[src/rtl/uart_tx_arbiter_if.sv]
// Signal bundle between the command FSM / readout logic (master) and the
// UART TX arbiter (slave); the tx_* side faces the UART core.
interface uart_tx_arbiter_if #(
   parameter int unsigned CMD_DEPTH = 4
);
   localparam int unsigned LW = $clog2(CMD_DEPTH) + 1;

   logic [7:0]    cmd_data;
   logic          cmd_wr;
   logic [7:0]    stream_data;
   logic          stream_valid;
   logic          stream_last;
   logic          stream_ready;
   logic [7:0]    tx_data;
   logic          tx_wr;
   logic          tx_busy;
   logic          clr_overflow;
   logic          cmd_overflow;
   logic [LW-1:0] cmd_level;

   modport master (
      output cmd_data, cmd_wr, stream_data, stream_valid, stream_last,
             tx_busy, clr_overflow,
      input  stream_ready, tx_data, tx_wr, cmd_overflow, cmd_level
   );

   modport slave (
      input  cmd_data, cmd_wr, stream_data, stream_valid, stream_last,
             tx_busy, clr_overflow,
      output stream_ready, tx_data, tx_wr, cmd_overflow, cmd_level
   );
endinterface

[src/rtl/uart_tx_arbiter.sv]
// Shares one UART transmitter between buffered command bytes and a
// packet-locked valid/ready sample stream.
module uart_tx_arbiter #(
   parameter int unsigned CMD_DEPTH = 4
) (
   input logic              clk,
   input logic              rst,
   uart_tx_arbiter_if.slave bus
);
   localparam int unsigned AW = $clog2(CMD_DEPTH);
   localparam int unsigned LW = AW + 1;

   typedef enum logic [1:0] {IDLE, SEND, HOLD, WAIT} state_t;

   state_t        state_q, state_d;
   logic [7:0]    mem_q [CMD_DEPTH];
   logic [7:0]    mem_d [CMD_DEPTH];
   logic [AW-1:0] wr_ptr_q, wr_ptr_d;
   logic [AW-1:0] rd_ptr_q, rd_ptr_d;
   logic [LW-1:0] level_q, level_d;
   logic          lock_q, lock_d;
   logic [7:0]    tx_data_q, tx_data_d;
   logic          tx_wr_q, tx_wr_d;
   logic          ovf_q, ovf_d;

   logic idle, empty, full, pop, push, drop, ready;

   always_comb begin
      idle  = (state_q == IDLE);
      empty = (level_q == '0);
      full  = (level_q == LW'(CMD_DEPTH));
      pop   = idle && !lock_q && !empty;
      // Mutually exclusive with pop: the stream is served only when locked or the FIFO is empty.
      ready = idle && bus.stream_valid && (lock_q || empty);
      push  = bus.cmd_wr && (!full || pop);
      drop  = bus.cmd_wr && full && !pop;

      state_d   = state_q;
      mem_d     = mem_q;
      wr_ptr_d  = wr_ptr_q;
      rd_ptr_d  = rd_ptr_q;
      level_d   = level_q;
      lock_d    = lock_q;
      tx_data_d = tx_data_q;
      tx_wr_d   = 1'b0;
      ovf_d     = ovf_q;

      if (push) begin
         mem_d[wr_ptr_q] = bus.cmd_data;
         wr_ptr_d        = wr_ptr_q + 1'b1;
      end
      if (pop) begin
         rd_ptr_d  = rd_ptr_q + 1'b1;
         tx_data_d = mem_q[rd_ptr_q];
      end
      if (push && !pop) begin
         level_d = level_q + 1'b1;
      end else if (pop && !push) begin
         level_d = level_q - 1'b1;
      end

      if (ready) begin
         tx_data_d = bus.stream_data;
         lock_d    = !bus.stream_last;
      end

      if (drop) begin
         ovf_d = 1'b1;
      end else if (bus.clr_overflow) begin
         ovf_d = 1'b0;
      end

      unique case (state_q)
         IDLE: begin
            if (pop || ready) begin
               state_d = SEND;
               tx_wr_d = 1'b1;
            end
         end
         SEND: state_d = HOLD;
         HOLD: state_d = WAIT;
         WAIT: begin
            if (!bus.tx_busy) begin
               state_d = IDLE;
            end
         end
         default: state_d = IDLE;
      endcase
   end

   always_ff @(posedge clk or posedge rst) begin
      if (rst) begin
         state_q   <= IDLE;
         wr_ptr_q  <= '0;
         rd_ptr_q  <= '0;
         level_q   <= '0;
         lock_q    <= 1'b0;
         tx_data_q <= '0;
         tx_wr_q   <= 1'b0;
         ovf_q     <= 1'b0;
      end else begin
         state_q   <= state_d;
         wr_ptr_q  <= wr_ptr_d;
         rd_ptr_q  <= rd_ptr_d;
         level_q   <= level_d;
         lock_q    <= lock_d;
         tx_data_q <= tx_data_d;
         tx_wr_q   <= tx_wr_d;
         ovf_q     <= ovf_d;
      end
   end

   // Storage needs no reset; occupancy is tracked by the pointers and level.
   always_ff @(posedge clk) begin
      mem_q <= mem_d;
   end

   assign bus.stream_ready = ready;
   assign bus.tx_data      = tx_data_q;
   assign bus.tx_wr        = tx_wr_q;
   assign bus.cmd_overflow = ovf_q;
   assign bus.cmd_level    = level_q;
endmodule

[src/flat_wrapper.sv]
// flat-port wrapper written by rule: the top's interface ports become plain ports
module uart_tx_arbiter_flat 
#(
   parameter int unsigned CMD_DEPTH = 4
)
  (clk, rst, bus_cmd_data, bus_cmd_wr, bus_stream_data, bus_stream_valid, bus_stream_last, bus_tx_busy, bus_clr_overflow, bus_stream_ready, bus_tx_data, bus_tx_wr, bus_cmd_overflow, bus_cmd_level);
  uart_tx_arbiter_if #(.CMD_DEPTH(CMD_DEPTH)) bus_i ();
  input logic clk;
  input logic rst;
  input wire logic [$bits(bus_i.cmd_data)-1:0] bus_cmd_data;
  input wire logic [$bits(bus_i.cmd_wr)-1:0] bus_cmd_wr;
  input wire logic [$bits(bus_i.stream_data)-1:0] bus_stream_data;
  input wire logic [$bits(bus_i.stream_valid)-1:0] bus_stream_valid;
  input wire logic [$bits(bus_i.stream_last)-1:0] bus_stream_last;
  input wire logic [$bits(bus_i.tx_busy)-1:0] bus_tx_busy;
  input wire logic [$bits(bus_i.clr_overflow)-1:0] bus_clr_overflow;
  output wire logic [$bits(bus_i.stream_ready)-1:0] bus_stream_ready;
  output wire logic [$bits(bus_i.tx_data)-1:0] bus_tx_data;
  output wire logic [$bits(bus_i.tx_wr)-1:0] bus_tx_wr;
  output wire logic [$bits(bus_i.cmd_overflow)-1:0] bus_cmd_overflow;
  output wire logic [$bits(bus_i.cmd_level)-1:0] bus_cmd_level;
  assign bus_i.cmd_data = bus_cmd_data;
  assign bus_i.cmd_wr = bus_cmd_wr;
  assign bus_i.stream_data = bus_stream_data;
  assign bus_i.stream_valid = bus_stream_valid;
  assign bus_i.stream_last = bus_stream_last;
  assign bus_i.tx_busy = bus_tx_busy;
  assign bus_i.clr_overflow = bus_clr_overflow;
  assign bus_stream_ready = bus_i.stream_ready;
  assign bus_tx_data = bus_i.tx_data;
  assign bus_tx_wr = bus_i.tx_wr;
  assign bus_cmd_overflow = bus_i.cmd_overflow;
  assign bus_cmd_level = bus_i.cmd_level;
  uart_tx_arbiter #(.CMD_DEPTH(CMD_DEPTH)) u_core (.clk(clk), .rst(rst), .bus(bus_i));
endmodule
[config.mk]
export PLATFORM = sky130hd
export DESIGN_NAME = uart_tx_arbiter_flat
export DESIGN_NICKNAME = d
export VERILOG_FILES = /design/src/rtl/uart_tx_arbiter_if.sv /design/src/rtl/uart_tx_arbiter.sv /design/src/flat_wrapper.sv
export SDC_FILE = /design/constraint.sdc
export NUM_CORES = 1
export LEC_CHECK = 0
export CAP_MARGIN = 20
export CORE_MARGIN = 5
export CORE_UTILIZATION = 55
export DETAILED_ROUTE_END_ITERATION = 16
export PLACE_DENSITY = 0.91
export SYNTH_ARGS = -nofsm -noshare
export SYNTH_HDL_FRONTEND = slang
export SYNTH_SLANG_ARGS = --single-unit
export TNS_END_PERCENT = 20
[constraint.sdc]
create_clock -name clk -period 4.15 [get_ports clk]
set_input_delay 0.83 -clock clk [delete_from_list [all_inputs] [get_ports clk]]
set_output_delay 0.83 -clock clk [all_outputs]
set_load 0.05 [all_outputs]
==> flow_summary.yaml, run 1 <==
power:
  switching_power_mw: 0.798
  seq_power_share: 0.422
  irDropWorstVdd_uv: 299
  power_switching_share: 0.392
  pwr-share-comb: 0.441
  static-leakage-power_nw: 1.06
  power.internal_mw: 1.24
  power.density_cell_area_nw_per_um2: 753
  power.clock.fraction: 0.137
logic_synthesis:
  synth_cell_type_count: 31
  synth_top_family_by_area: "multiplexers"
  synth_warnings: 0
  yosysTopAreaCell: "sky130_fd_sc_hd__edfxtp_1"
  netlist_area_um2: 2220
  synth_area_in_compound_gates: 0.0592
  synthMuxAreaShare: 0.101
  synth_simple_gate_area_frac: 0.0722
  synth_adder_area_share: 0.0598
  xor_and_xnor_area_share_after_synthesis: 0.0237
  synth_largest_type_area_fraction: 0.433
  synth.avg_cell_area_um2: 16.6
  syn_nets: 167
  synth.ff_latch_count: 52
  netlist_instances: 134
  post_synth_main_area_contributors: "sky130_fd_sc_hd__edfxtp_1, sky130_fd_sc_hd__dfrtp_1, sky130_fd_sc_hd__mux4_2"
  synth-seq-area-share: 0.659
status:
  status: "completed"
finish:
  layout-area-overhead-vs-synth_pct: 21.8
  layout.cells.most_common: "sky130_fd_sc_hd__clkdlybuf4s50_1"
  filler_cell_count: 256
  final_cell_area_um2: 2700
  fin_util: 0.685
  antenna_cells_inserted: 0
  layout-drive-gt1-share: 0.110
  most-common-layout-cells: "sky130_fd_sc_hd__clkdlybuf4s50_1, sky130_fd_sc_hd__edfxtp_1, sky130_fd_sc_hd__dfrtp_1"
  nets: 205
placed_design:
  detailedPlace.worstSlack_ns: 0.719
  dp_hpwl_um: 3010
  gp_congestion: 0.777
  port_bufs: 36
  placed_inst_area_um2: 2620
detailed_routing:
  vias: 1251
  post_detailed_route_drc_marker_count: 0
  routed_via_density: 5.61
  drt-initial-drc-count: 38
  drt_pre_antenna_iters: 4
  postRouteWirelength_um: 4050
  average_detailed_routed_wire_length_per_instance_um: 18.2
  route.antenna.remaining_nets: 0
clocking:
  holdBufCountCts: 0
  path_clk_slew_ns: 0.09
  clk-insertion-delay-late_ns: 0.30
  cts_htree_levels: 2
  cts_tree: "built"
  cts_sinks: 52
  cts-resized-gates: 0
  cts-root-to-sink-buffers: 2
  ctsRootBufferMaster: "sky130_fd_sc_hd__clkbuf_8"
  cts_buffers: 5
  post-cts-setup-buffer-count: 0
floorplanning:
  die_w_um: 73.5
  io_pins: 37
  floorplan.rows: 23
  fp.coreArea_um2: 3940
  initial_core_util: 0.563
  die_y_um: 73.5
  die_area_um2: 5400
setup_path:
  r2r_cells: 10
  crit-reg2reg-capture: "u_core.bus.cmd_level[2]"
  crit_path_end_kind: "output port"
  cp_max_fo: 9
  regToRegSetupSlack_ns: 1.26
  crit_path_start_kind: "input port"
  timing_worst_setup_path_type: "input port to output port"
  worstPathArrival_ns: 2.61
  cp_data_required_time_ns: 3.32
  timing.rr.start: "u_core.state_q[1]"
sta:
  tightestPinTransition_ns: 0.773
  finalHoldViolations: 0
  fin_crit_sh: 0.830
  max_clock_freq_ghz: 0.290
  grt_setup_unrepaired: "no"
  finalMaxSlewViolations: 0
  setup_viol: 0
  fin_skew_ns: 0.00843
  final.setup.worst_slack_ns: 0.707
  slew-limit-headroom: 0.484
  tns_ns: 0
  fin_crit_ns: 3.44
  hold-worst-slack_ns: 0.525
global_route:
  grt.overflow.total: 0
  antenna_violations_before_repair: 0
  first_global_vias: 1349
  grt_max_degree: 21
  groute.usage.overall: 0.168
  grt_pass1_wl_um: 6610
min_path:
  holdCritStartpoint: "u_core.bus.tx_data[5]"
  worstHoldEndpoint: "u_core.bus.tx_data[5]"
  min_path_type: "register to register"
  timing.hold.worst_path_depth: 1
flow_run:
  timing.max_cap.violations: 0
[critical path: stages]
cell and delay, ns:
sky130_fd_sc_hd__clkdlybuf4s50_1 0.56, sky130_fd_sc_hd__o211a_1 0.36, sky130_fd_sc_hd__clkdlybuf4s50_1 0.86
[cells in the mapped netlist]
master	number
sky130_fd_sc_hd__nor2_1	3
sky130_fd_sc_hd__nand3b_1	1
sky130_fd_sc_hd__mux2_2	2
sky130_fd_sc_hd__nand2b_1	2
sky130_fd_sc_hd__nand2_1	2
sky130_fd_sc_hd__nor2b_1	2
sky130_fd_sc_hd__mux2i_1	1
sky130_fd_sc_hd__nor3_1	1
sky130_fd_sc_hd__o211ai_1	1
sky130_fd_sc_hd__dfrtp_1	20
sky130_fd_sc_hd__mux2_1	1
sky130_fd_sc_hd__a221o_1	8
sky130_fd_sc_hd__edfxtp_1	32
sky130_fd_sc_hd__nand3_1	1
sky130_fd_sc_hd__o41a_1	1
sky130_fd_sc_hd__nand3_2	1
sky130_fd_sc_hd__inv_1	8
sky130_fd_sc_hd__xnor2_1	5
sky130_fd_sc_hd__o211a_1	1
sky130_fd_sc_hd__fa_1	1
sky130_fd_sc_hd__mux4_2	8
sky130_fd_sc_hd__clkbuf_1	4
sky130_fd_sc_hd__and2_1	4
sky130_fd_sc_hd__and3_1	8
sky130_fd_sc_hd__a41o_1	1
sky130_fd_sc_hd__or3_1	1
sky130_fd_sc_hd__ha_1	9
sky130_fd_sc_hd__xor2_1	1
sky130_fd_sc_hd__buf_6	1
sky130_fd_sc_hd__or4_1	1
sky130_fd_sc_hd__a31oi_1	2
[power by group through the flow]
stage                     Sequential (mW)  Clock [mW]  Combinational (mW)
final                               0.859       0.279               0.897
after global routing                0.887       0.301               0.961
after CTS                           0.862       0.281               0.905
after detailed placement            0.873           0               0.899
after global placement              0.856           0               0.862
after floorplan                      1.01           0               0.493
[stage by stage]
step / power, mW / instances
3_3_place_gp: 1.72 / 215
5_1_grt: 2.15 / 223
4_1_cts: 2.05 / 223
6_report: 2.03 / 223
3_5_place_dp: 1.77 / 215
2_1_floorplan: 1.50 / 134
[kinds of logic after synthesis]
kind of cell,count (synthesis)
multiplexers,12
buffers and inverters,13
AO/OA/AOI/OAI,14
XOR/XNOR,6
AND/OR/NAND/NOR,27
flip-flops,52
adder cells (fa/ha/maj),10
[flip-flops by register name, summed over array words and instances (netlist names)]
signal and count:
u_core.mem_q 32, u_core.bus.tx_data 8, u_core.bus.cmd_level 3, u_core.rd_ptr_q 2, u_core.state_q 2, u_core.wr_ptr_q 2, u_core.bus.cmd_overflow 1, u_core.bus.tx_wr 1
u_core.lock_q 1
[layer usage]
metal	up-vias	share of wire	track usage
met5	-	0	0
met4	0	0.026	0.0825
met3	10	0.056	0.0465
met2	37	0.51	0.278
met1	619	0.40	0.202
li1	585	-	-
[worst max-delay path by stage]
stage | start | endpoint | slack, ns
finish | bus_stream_valid | bus_stream_ready | 0.71
global route | bus_stream_valid | bus_stream_ready | 0.64
CTS | bus_stream_valid | bus_stream_ready | 0.71
detailed placement | bus_stream_valid | bus_stream_ready | 0.72
global placement | bus_stream_valid | bus_stream_ready | 0.76
floorplan | u_core.bus.cmd_level[0] | bus_stream_ready | 1.65
[area by class of cell]
cell class | instances | area [um^2] | area share
clock inverters | 3 | 18.8 | 0.00694
repair buffers | 36 | 360 | 0.133
clock buffers | 5 | 68.8 | 0.0255
inverters | 8 | 30.0 | 0.0111
multi-input cells | 69 | 701 | 0.259
well taps | 50 | 62.6 | 0.0231
flip-flops and latches | 52 | 1460 | 0.541
(Power assumes the default switching activity.)
==> inputs of run 2 (changes only) <==
--- a/config.mk
+++ b/config.mk
@@ -7,9 +7,9 @@
 export LEC_CHECK = 0
 export CAP_MARGIN = 20
 export CORE_MARGIN = 5
-export CORE_UTILIZATION = 55
+export CORE_UTILIZATION = 47
 export DETAILED_ROUTE_END_ITERATION = 16
-export PLACE_DENSITY = 0.91
+export PLACE_DENSITY = 0.84
 export SYNTH_ARGS = -nofsm -noshare
 export SYNTH_HDL_FRONTEND = slang
 export SYNTH_SLANG_ARGS = --single-unit
==> constraint.sdc (replaced) <==
create_clock -name clk -period 2.8 [get_ports clk]
set_input_delay 0.56 -clock clk [delete_from_list [all_inputs] [get_ports clk]]
set_output_delay 0.56 -clock clk [all_outputs]
set_load 0.05 [all_outputs]
==> flow_summary.yaml, run 2 (synthesized netlist as in run 1, its figures left out) <==
global_route:
  grt_pass1_wl_um: 6530
  grt.overflow.total: 0
  groute.usage.overall: 0.141
  first_global_vias: 1317
  grt_max_degree: 21
  antenna_violations_before_repair: 0
sta:
  tightestPinTransition_ns: 0.779
  tns_ns: 0
  fin_skew_ns: 0.00722
  fin_crit_ns: 2.55
  finalHoldViolations: 0
  grt_setup_unrepaired: "no"
  max_clock_freq_ghz: 0.392
  final.setup.worst_slack_ns: 0.249
  hold-worst-slack_ns: 0.520
  slew-limit-headroom: 0.480
  setup_viol: 0
  finalMaxSlewViolations: 0
  fin_crit_sh: 0.911
finish:
  most-common-layout-cells: "sky130_fd_sc_hd__clkdlybuf4s50_1, sky130_fd_sc_hd__edfxtp_1, sky130_fd_sc_hd__dfrtp_1"
  layout.cells.most_common: "sky130_fd_sc_hd__clkdlybuf4s50_1"
  final_cell_area_um2: 2750
  largest_register: "u_core.mem_q"
  antenna_cells_inserted: 0
  nets: 206
  largest_register_ffs: 32
  layout-drive-gt1-share: 0.121
  layout-area-overhead-vs-synth_pct: 23.8
clocking:
  cts-resized-gates: 0
  cts_tree: "built"
  clk-insertion-delay-late_ns: 0.31
  post-cts-setup-buffer-count: 0
  cts_htree_levels: 2
  holdBufCountCts: 0
  cts-root-to-sink-buffers: 2
  cts_sinks: 52
  path_clk_slew_ns: 0.10
  ctsRootBufferMaster: "sky130_fd_sc_hd__clkbuf_8"
  cts_buffers: 5
detailed_routing:
  drt-initial-drc-count: 60
  routed_via_density: 5.48
  average_detailed_routed_wire_length_per_instance_um: 17.4
  route.antenna.remaining_nets: 0
  postRouteWirelength_um: 3980
  vias: 1250
  post_detailed_route_drc_marker_count: 0
  drt_pre_antenna_iters: 4
setup_path:
  timing_worst_setup_path_type: "register to register"
  crit_path_start_kind: "register"
  cp_max_fo: 7
  cp_data_required_time_ns: 3.03
  crit_path_end_kind: "register"
  worstPathArrival_ns: 2.78
  r2r_cells: 10
floorplanning:
  die_w_um: 78.7
  io_pins: 37
  die_area_um2: 6190
  floorplan.rows: 25
  die_y_um: 78.7
  fp.coreArea_um2: 4660
  initial_core_util: 0.476
status:
  status: "completed"
flow_run:
  timing.max_cap.violations: 0
min_path:
  timing.hold.worst_path_depth: 1
  min_path_type: "register to register"
placed_design:
  port_bufs: 36
  gp_congestion: 0.810
  detailedPlace.worstSlack_ns: 0.249
  placed_inst_area_um2: 2640
  dp_hpwl_um: 2940
power:
  total_power_mw: 3.11
  power.density_cell_area_nw_per_um2: 1130
  irDropWorstVdd_uv: 369
  static-leakage-power_nw: 1.08
run 2: changes by cell type in the layout (fill, tap and decap cells not counted), sizes merged:
| cell | before | now |
|---|---|---|
| buf | 0 | 2 |
| inv | 8 | 10 |
| clkinv | 3 | 0 |
| clkbuf | 5 | 6 |
| clkdlybuf4s50 | 36 | 35 |
run 2: routing by layer:
metal,share of wire,up-vias,track usage
met5,0,-,0
met4,0.016,0,0.0559
li1,-,585,-
met1,0.41,627,0.165
met2,0.51,31,0.242
met3,0.060,7,0.0442
run 2: path summary, 6_finish.rpt:
kind | startpoint | to | slack (ns)
worst max-delay path | u_core.state_q[0] | u_core.bus.cmd_level[2] | 0.25
worst min-delay path | u_core.bus.tx_data[3] | u_core.bus.tx_data[3] | 0.52
worst max register to register | u_core.state_q[0] | u_core.bus.cmd_level[2] | 0.25
worst min register to register | u_core.bus.tx_data[3] | u_core.bus.tx_data[3] | 0.52
max in group asynchronous | rst | u_core.bus.cmd_overflow | 1.62
min in group asynchronous | rst | u_core.bus.tx_data[1] | 0.69
run 2: power breakdown:
group          switching (mW)  internal, mW  total [mW]
combinational           0.740         0.606        1.35
clock                   0.257         0.234       0.491
sequential              0.200          1.07        1.27
total                    1.20          1.91        3.11
run 2: stage by stage:
step / utilization / instances
global route: 0.589 / 228
CTS: 0.589 / 228
floorplan: - / 134
finish: 0.589 / 228
global placement: 0.566 / 220
detailed placement: 0.566 / 220
run 2: critical path: stages, from the launching register on:
cell and delay [ns]:
sky130_fd_sc_hd__dfrtp_1 0.39, sky130_fd_sc_hd__inv_1 0.12, sky130_fd_sc_hd__ha_1 0.30, sky130_fd_sc_hd__nor2b_1 0.25
sky130_fd_sc_hd__o41a_1 0.30, sky130_fd_sc_hd__ha_1 0.23, sky130_fd_sc_hd__inv_1 0.06, sky130_fd_sc_hd__fa_1 0.37
sky130_fd_sc_hd__xor2_1 0.17, sky130_fd_sc_hd__nor2_1 0.13, sky130_fd_sc_hd__xnor2_1 0.15
run 2: cell type report:
cell class,count,area (um^2)
clock buffers,6,93.8
clock inverters,2,15.0
fillers,347,1910
inverters,8,30.0
multi-input cells,69,701
flip-flops and latches,52,1460
well taps,54,67.6
repair buffers,37,378
==> inputs of run 3 (changes only) <==
--- a/config.mk
+++ b/config.mk
@@ -7,9 +7,9 @@
 export LEC_CHECK = 0
 export CAP_MARGIN = 20
 export CORE_MARGIN = 5
-export CORE_UTILIZATION = 47
+export CORE_UTILIZATION = 30
 export DETAILED_ROUTE_END_ITERATION = 16
-export PLACE_DENSITY = 0.84
+export PLACE_DENSITY = 0.61
 export SYNTH_ARGS = -nofsm -noshare
 export SYNTH_HDL_FRONTEND = slang
 export SYNTH_SLANG_ARGS = --single-unit
==> flow_summary.yaml, run 3 (synthesized netlist as in run 1, its figures left out) <==
status:
  status: "completed"
detailed_routing:
  postRouteWirelength_um: 4140
  post_detailed_route_drc_marker_count: 0
  drt_pre_antenna_iters: 4
  average_detailed_routed_wire_length_per_instance_um: 15.1
  route.antenna.remaining_nets: 0
  routed_via_density: 4.43
  vias: 1214
  drt-initial-drc-count: 57
clocking:
  cts_buffers: 5
  cts-resized-gates: 0
  path_clk_slew_ns: 0.10
  cts_tree: "built"
  post-cts-setup-buffer-count: 0
  clk-insertion-delay-late_ns: 0.30
  cts-root-to-sink-buffers: 2
  holdBufCountCts: 0
  cts_htree_levels: 2
  cts_sinks: 52
  ctsRootBufferMaster: "sky130_fd_sc_hd__clkbuf_8"
sta:
  finalMaxSlewViolations: 0
  setup_viol: 0
  tns_ns: 0
  finalHoldViolations: 0
  max_clock_freq_ghz: 0.427
  slew-limit-headroom: 0.502
  tightestPinTransition_ns: 0.747
  fin_skew_ns: 0.00915
  fin_crit_sh: 0.836
  hold-worst-slack_ns: 0.516
  grt_setup_unrepaired: "no"
  fin_crit_ns: 2.34
setup_path:
  timing_worst_setup_path_type: "register to register"
  crit_path_start_kind: "register"
  worstPathArrival_ns: 2.54
  crit_path_end_kind: "register"
  cp_max_fo: 7
  cp_data_required_time_ns: 2.99
power:
  power.internal_mw: 1.85
  seq_power_share: 0.420
  irDropWorstVdd_uv: 236
  power.density_cell_area_nw_per_um2: 1090
  power.clock.fraction: 0.143
  switching_power_mw: 1.19
  pwr-share-comb: 0.437
  power_switching_share: 0.391
  static-leakage-power_nw: 1.08
global_route:
  grt_pass1_wl_um: 6910
  antenna_violations_before_repair: 0
  grt.overflow.total: 0
  groute.usage.overall: 0.101
  first_global_vias: 1315
  grt_max_degree: 21
floorplanning:
  io_pins: 37
  initial_core_util: 0.307
  die_area_um2: 9210
  floorplan.rows: 31
  die_y_um: 96.0
  fp.coreArea_um2: 7210
  die_w_um: 96.0
finish:
  layout-area-overhead-vs-synth_pct: 25.9
  largest_register_ffs: 32
  finalNonFillerCells: 274
  most-common-layout-cells: "sky130_fd_sc_hd__clkdlybuf4s50_1, sky130_fd_sc_hd__edfxtp_1, sky130_fd_sc_hd__dfrtp_1"
  layout.cells.most_common: "sky130_fd_sc_hd__clkdlybuf4s50_1"
  antenna_cells_inserted: 0
  layout-drive-gt1-share: 0.126
  nets: 207
  largest_register: "u_core.mem_q"
placed_design:
  gp_congestion: 0.758
  dp_hpwl_um: 2980
  place.detailed.instances: 266
  port_bufs: 36
min_path:
  min_path_type: "register to register"
flow_run:
  timing.max_cap.violations: 0
run 3: stage by stage:
step | utilization | cell area, um^2 | power, mW | setup WS, ns
after global placement | 0.374 | 2700 | 2.61 | 0.496
after floorplan | - | 2220 | 2.23 | 0.389
after CTS | 0.387 | 2790 | 3.09 | 0.426
final | 0.387 | 2790 | 3.04 | 0.459
after detailed placement | 0.374 | 2700 | 2.65 | 0.457
after global routing | 0.387 | 2790 | 3.26 | 0.242
run 3: final timing paths:
check,startpoint,endpoint,slack [ns],cells past startpoint
max in group asynchronous,rst,u_core.state_q[1],1.64,2
min,u_core.bus.tx_data[3],u_core.bus.tx_data[3],0.52,1
max reg2reg,u_core.state_q[1],u_core.bus.cmd_level[1],0.46,8
max,u_core.state_q[1],u_core.bus.cmd_level[1],0.46,8
min reg2reg,u_core.bus.tx_data[3],u_core.bus.tx_data[3],0.52,1
min in group asynchronous,rst,u_core.rd_ptr_q[1],0.69,2
run 3: worst max-delay path, stage by stage, from the launching register on:
cell and delay (ns):
sky130_fd_sc_hd__dfrtp_1 0.41, sky130_fd_sc_hd__inv_1 0.08, sky130_fd_sc_hd__ha_1 0.26, sky130_fd_sc_hd__nor2b_1 0.19
sky130_fd_sc_hd__o41a_1 0.34, sky130_fd_sc_hd__ha_1 0.23, sky130_fd_sc_hd__inv_1 0.07, sky130_fd_sc_hd__fa_1 0.40
sky130_fd_sc_hd__mux2_2 0.26
run 3: power groups by stage:
stage	Combinational, mW	Sequential [mW]	Clock [mW]
floorplan	0.730	1.50	0
global placement	1.33	1.29	0
detailed placement	1.35	1.30	0
CTS	1.35	1.28	0.454
global route	1.46	1.32	0.488
finish	1.33	1.28	0.435
run 3: routing by layer:
| layer | vias to the layer above | track usage | part of all wire |
|---|---|---|---|
| met5 | - | 0 | 0 |
| met3 | 2 | 0.0328 | 0.045 |
| met1 | 591 | 0.138 | 0.48 |
| li1 | 590 | - | - |
| met2 | 31 | 0.155 | 0.47 |
| met4 | 0 | 0.0249 | 0.0041 |
run 3: cell type report:
type                    instances  area [um^2]
flip-flops and latches         52         1460
multi-input cells              69          701
clock buffers                   5         68.8
fillers                       699         4420
well taps                      99          124
inverters                       8         30.0
repair buffers                 38          385
clock inverters                 3         22.5
